File: src/rtl/piso_serializer.sv
// ---------------------------------------------------------------------------
// piso_serializer -- parallel-in / serial-out shifter with valid/ready load.
//
// A word accepted on load_valid && load_ready is emitted one bit per clk
// cycle on sout, starting the cycle after acceptance. A new word can be
// accepted on the final bit cycle, so frames can run back to back with no gap.
//
// Optional feature macro: PISO_PARITY_EN
//   defined   : one even-parity bit follows the data bits (frame = WIDTH+1)
//   undefined : no parity state or logic (frame = WIDTH)
//
// Parameters
//   WIDTH       parallel word width (>= 2)
//   LSB_FIRST   0: bit WIDTH-1 first, 1: bit 0 first
//
// Ports
//   clk          in   clock, rising edge
//   reset        in   synchronous, active-high reset
//   load_valid   in   parallel word offered
//   load_ready   out  word accepted this cycle if load_valid
//   load_data    in   parallel word [WIDTH-1:0]
//   sout         out  serial bit (registered)
//   sout_valid   out  sout carries a frame bit
//   frame_start  out  first bit of a frame
//   frame_last   out  final bit of a frame
//   busy         out  state is not IDLE
//
// state  | meaning
// IDLE   | no frame in flight, ready for a word
// SHIFT  | data bits on sout, bit_cnt_q = index of the bit now on sout
// PARITY | parity bit on sout (only with PISO_PARITY_EN)
// ---------------------------------------------------------------------------
module piso_serializer #(
    parameter int WIDTH     = 8,
    parameter bit LSB_FIRST = 1'b0
) (
    input  logic             clk,
    input  logic             reset,
    input  logic             load_valid,
    output logic             load_ready,
    input  logic [WIDTH-1:0] load_data,
    output logic             sout,
    output logic             sout_valid,
    output logic             frame_start,
    output logic             frame_last,
    output logic             busy
);

    localparam int CNT_W = (WIDTH > 1) ? $clog2(WIDTH) : 1;
    localparam logic [CNT_W-1:0] LAST_CNT     = CNT_W'(WIDTH - 1);
    localparam logic [CNT_W-1:0] PRE_LAST_CNT = CNT_W'(WIDTH - 2);

`ifdef PISO_PARITY_EN
    typedef enum logic [1:0] {
        IDLE   = 2'd0,
        SHIFT  = 2'd1,
        PARITY = 2'd2
    } state_t;
`else
    typedef enum logic [1:0] {
        IDLE  = 2'd0,
        SHIFT = 2'd1
    } state_t;
`endif

    state_t           state_q;
    logic [WIDTH-1:0] shreg_q;
    logic [CNT_W-1:0] bit_cnt_q;
    logic             sout_q;
    logic             sout_valid_q;
    logic             frame_start_q;
    logic             frame_last_q;
`ifdef PISO_PARITY_EN
    logic             parity_q;
`endif

    logic             accept;
    logic             load_first_d;
    logic [WIDTH-1:0] load_rest_d;
    logic             shift_first_d;
    logic [WIDTH-1:0] shift_rest_d;

    // The shift register holds only the bits not yet presented; the bit
    // going onto sout next is always at the "first" end of it.
    always_comb begin
        load_first_d  = LSB_FIRST ? load_data[0] : load_data[WIDTH-1];
        load_rest_d   = LSB_FIRST ? (load_data >> 1) : (load_data << 1);
        shift_first_d = LSB_FIRST ? shreg_q[0] : shreg_q[WIDTH-1];
        shift_rest_d  = LSB_FIRST ? (shreg_q >> 1) : (shreg_q << 1);
    end

    // Ready in IDLE or on the final bit cycle, which is what allows
    // gap-free back-to-back frames.
    assign load_ready = !reset && ((state_q == IDLE) || frame_last_q);
    assign accept     = load_valid && load_ready;

    always_ff @(posedge clk) begin
        if (reset) begin
            state_q       <= IDLE;
            shreg_q       <= '0;
            bit_cnt_q     <= '0;
            sout_q        <= 1'b0;
            sout_valid_q  <= 1'b0;
            frame_start_q <= 1'b0;
            frame_last_q  <= 1'b0;
`ifdef PISO_PARITY_EN
            parity_q      <= 1'b0;
`endif
        end else if (accept) begin
            // accept only happens in IDLE or on a final bit, so starting a
            // new frame here never truncates one in flight
            state_q       <= SHIFT;
            shreg_q       <= load_rest_d;
            bit_cnt_q     <= '0;
            sout_q        <= load_first_d;
            sout_valid_q  <= 1'b1;
            frame_start_q <= 1'b1;
            frame_last_q  <= 1'b0;
`ifdef PISO_PARITY_EN
            parity_q      <= ^load_data;
`endif
        end else begin
            case (state_q)
                SHIFT: begin
                    if (bit_cnt_q == LAST_CNT) begin
`ifdef PISO_PARITY_EN
                        state_q       <= PARITY;
                        sout_q        <= parity_q;
                        sout_valid_q  <= 1'b1;
                        frame_start_q <= 1'b0;
                        frame_last_q  <= 1'b1;
`else
                        state_q       <= IDLE;
                        bit_cnt_q     <= '0;
                        sout_q        <= 1'b0;
                        sout_valid_q  <= 1'b0;
                        frame_start_q <= 1'b0;
                        frame_last_q  <= 1'b0;
`endif
                    end else begin
                        bit_cnt_q     <= bit_cnt_q + CNT_W'(1);
                        shreg_q       <= shift_rest_d;
                        sout_q        <= shift_first_d;
                        sout_valid_q  <= 1'b1;
                        frame_start_q <= 1'b0;
`ifdef PISO_PARITY_EN
                        frame_last_q  <= 1'b0;
`else
                        frame_last_q  <= (bit_cnt_q == PRE_LAST_CNT);
`endif
                    end
                end
`ifdef PISO_PARITY_EN
                PARITY: begin
                    state_q       <= IDLE;
                    bit_cnt_q     <= '0;
                    sout_q        <= 1'b0;
                    sout_valid_q  <= 1'b0;
                    frame_start_q <= 1'b0;
                    frame_last_q  <= 1'b0;
                end
`endif
                default: begin
                    state_q       <= IDLE;
                    bit_cnt_q     <= '0;
                    sout_q        <= 1'b0;
                    sout_valid_q  <= 1'b0;
                    frame_start_q <= 1'b0;
                    frame_last_q  <= 1'b0;
                end
            endcase
        end
    end

    assign sout        = sout_q;
    assign sout_valid  = sout_valid_q;
    assign frame_start = frame_start_q;
    assign frame_last  = frame_last_q;
    assign busy        = (state_q != IDLE);

endmodule
File: config.mk
export PLATFORM = sky130hd
export DESIGN_NAME = piso_serializer
export DESIGN_NICKNAME = d
export VERILOG_FILES = /design/src/rtl/piso_serializer.sv
export SDC_FILE = /design/constraint.sdc
export NUM_CORES = 1
export LEC_CHECK = 0
export ABC_AREA = 1
export CAP_MARGIN = 10
export CORE_MARGIN = 4
export CORE_UTILIZATION = 41
export CTS_CLUSTER_SIZE = 30
export DETAILED_ROUTE_END_ITERATION = 8
export GPL_TIMING_DRIVEN = 0
export PLACE_DENSITY = 0.72
export SETUP_SLACK_MARGIN = 0.1
export SLEW_MARGIN = 20
export SYNTH_ARGS = -nofsm -noshare
export SYNTH_HDL_FRONTEND = slang
export SYNTH_SLANG_ARGS = --single-unit
File: constraint.sdc
create_clock -name clk -period 1.35 [get_ports clk]
set_input_delay 0.2025 -clock clk [delete_from_list [all_inputs] [get_ports clk]]
set_output_delay 0.2025 -clock clk [all_outputs]
set_load 0.02 [all_outputs]
==> metrics.yaml <==
routing:
  drt_iter0_markers: 4
  firstDrtPassIters: 4
  viasPerCell: 5.11
  highest_layer: "met4"
  wl_met2_um: 759
  dr_total_vias: 629
  ant_nets: 0
  drc_errors: 0
  wl_um: 1630
  met1_length_um: 702
  wl_per_cell_um: 13.2
  dr_wl_met3_um: 115
sta:
  finalHoldViolCount: 0
  setup_viol: 9
  max_slew.worst_pin.slew_ns: 0.403
  setup_slack_ns: -0.0547
  layout_worst_path_cycle_share_pct: 104
  grt_setup_unrepaired: "yes"
  fmax_mhz: 712
  slew_headroom_pct: 73.2
  finClkSkew_ns: 0.000993
  finalCriticalPeriod_ns: 1.40
  drv_slew: 0
hold_path:
  hold_class: "input pin to flop"
critical_path:
  cp-start-kind: "flop"
  cp.arrival_ns: 1.63
  path_max_fanout: 5
  end_kind: "flop"
  cp.required_ns: 1.58
  critical_path_class: "flop to flop"
logic_synthesis:
  yosysWarningCount: 0
  yosysTopAreaCellShare_pct: 46.6
  synth.distinct_cells: 13
  synth_cells: 81
  synth_area_leader_cell: "dfxtp_1"
  ys_ff_latch: 15
  synth_area_leaders: "dfxtp_1, nand3_1, nand2_1"
  yosysSeqAreaShare_pct: 46.6
  synth_area_per_cell_um2: 7.96
  syn_area_um2: 644
  synth_nets: 95
cells_and_area:
  nets: 122
  fin_area_mm2: 0.00101
  nFillCells: 122
  final_cell_mix: "nand2_1, dfxtp_1, nand3_2"
  area_delta_synth_final_pct: 56.7
  multi_input_area_um2: 389
  diodes: 0
  seqCellArea_um2: 305
  mostFrequentLayoutCell: "nand2_1"
  post-route-util_pct: 67.8
  drive_gt1_share_pct: 37.4
placed_design:
  pre_cts_slack_ns: -0.595
  hpwl_um: 964
  place_area_um2: 851
  portBuffers: 16
  gp_congestion: 0.778
clocking:
  htreeDepth: 1
  cts_buffer_depth: 2
  clkLatencyLatePin_ns: 0.29
  clk_pin_slew_worst_paths_ns: 0.09
  cts_hold_buf: 0
  cts-buffers-inserted: 3
  clkSinkCount: 15
  cts_root_buf: "clkbuf_4"
  cts_tree: "done"
grt:
  grt_overflow: 0
  first_global_vias: 573
  grt_max_degree: 11
  antenna_found_initial: 0
  grt_usage_pct: 15.8
  grt_first_pass_wirelength_um: 2450
power:
  power_density_mw_per_mm2: 913
  p_int_w: 0.000661
  p_comb_share_pct: 19.6
  clkPwrFrac_pct: 28.6
  p_leak_nw: 0.463
  seqPwrFrac_pct: 51.8
  irDropWorstVdd_uv: 592
  switching_share_pct: 28.3
  switching_power_w: 0.000261
  p_total_w: 0.000922
die:
  fp.dieH_um: 47.6
  rows: 14
  io_pins: 17
  die_area_mm2: 0.00227
  core-area_mm2: 0.00149
  initial_core_util_pct: 43.3
  die_w_um: 47.6
outcome:
  violations: "setup timing"
  outcome: "finished with violations"
run:
  max_cap_violations: 0
[sequential cells by signal (all words and copies together) (netlist names)]
name         cells
bit_cnt_q        3
frame_last       1
frame_start      1
shreg_q          7
sout             1
sout_valid       1
state_q          1
[repair_timing]
| action | CTS | global route |
|---|---|---|
| buffers inserted | 3 | 2 |
| gates resized for setup | 27 | 8 |
| pin swaps | 10 | 3 |
| endpoints found under the hold margin | 0 | 0 |
| gates cloned | 1 | 0 |
| setup endpoints to repair | 17 | 16 |
[per-layer routing]
layer	GRT usage [%]	vias up
li1	-	314
met1	19.7	286
met2	24.3	22
met3	3.76	7
met4	10.2	0
met5	0	-
[cells by family after synthesis]
group	after synthesis	synth area share, %
simple gates	46	35.0
flops	15	46.6
buf+inv	13	9.51
compound gates	4	3.11
fa+ha+maj	3	5.83
[worst paths after layout]
check	start	slack (ns)	cells after the start	end
max	bit_cnt_q[1]	-0.05	7	frame_last
min	load_data[7]	0.46	3	sout
max reg2reg	bit_cnt_q[1]	-0.05	7	frame_last
min reg2reg	shreg_q[7]	0.48	2	sout
[Yosys cell counts (all sizes together)]
| cell type | count |
|---|---|
| nor2 | 5 |
| dfxtp | 15 |
| buf | 1 |
| ha | 3 |
| inv | 12 |
| nand2 | 20 |
| a21oi | 4 |
| nand3 | 20 |
| nor3 | 1 |
[power by group through the flow]
stage	Combinational, W	Clock (W)	Sequential, W
global placement	0.000147	0	0.000483
detailed placement	0.000148	0	0.000483
finish	0.000181	0.000264	0.000477
CTS	0.000164	0.000263	0.000475
floorplan	0.0000713	0	0.000491
global route	0.000194	0.000285	0.000479
[worst max-delay path, cell delays in order, from the launching register on]
cell and delay, ns:
dfxtp_2 0.35, ha_4 0.16, ha_4 0.16, nor2_4 0.20, inv_4 0.08, nor3_4 0.21, inv_2 0.09, nor2_1 0.10
[stage by stage]
stage	cells	hold WS [ns]	TNS, ns
after floorplan	81	0.272	0
after global placement	113	0.436	-3.69
after detailed placement	113	0.447	-3.87
after CTS	121	0.461	-0.175
after global routing	123	0.464	-1.08
final	123	0.458	-0.314
[final cells by class]
cell class	instances	area share, %
timing repair inverter	1	0.743
timing repair buffer	21	19.6
multi-input combinational	53	38.5
tap	16	1.98
clock buffer	4	2.60
buffer	1	1.12
inverter	12	5.20
sequential	15	30.2
(Power assumes the default switching activity.)
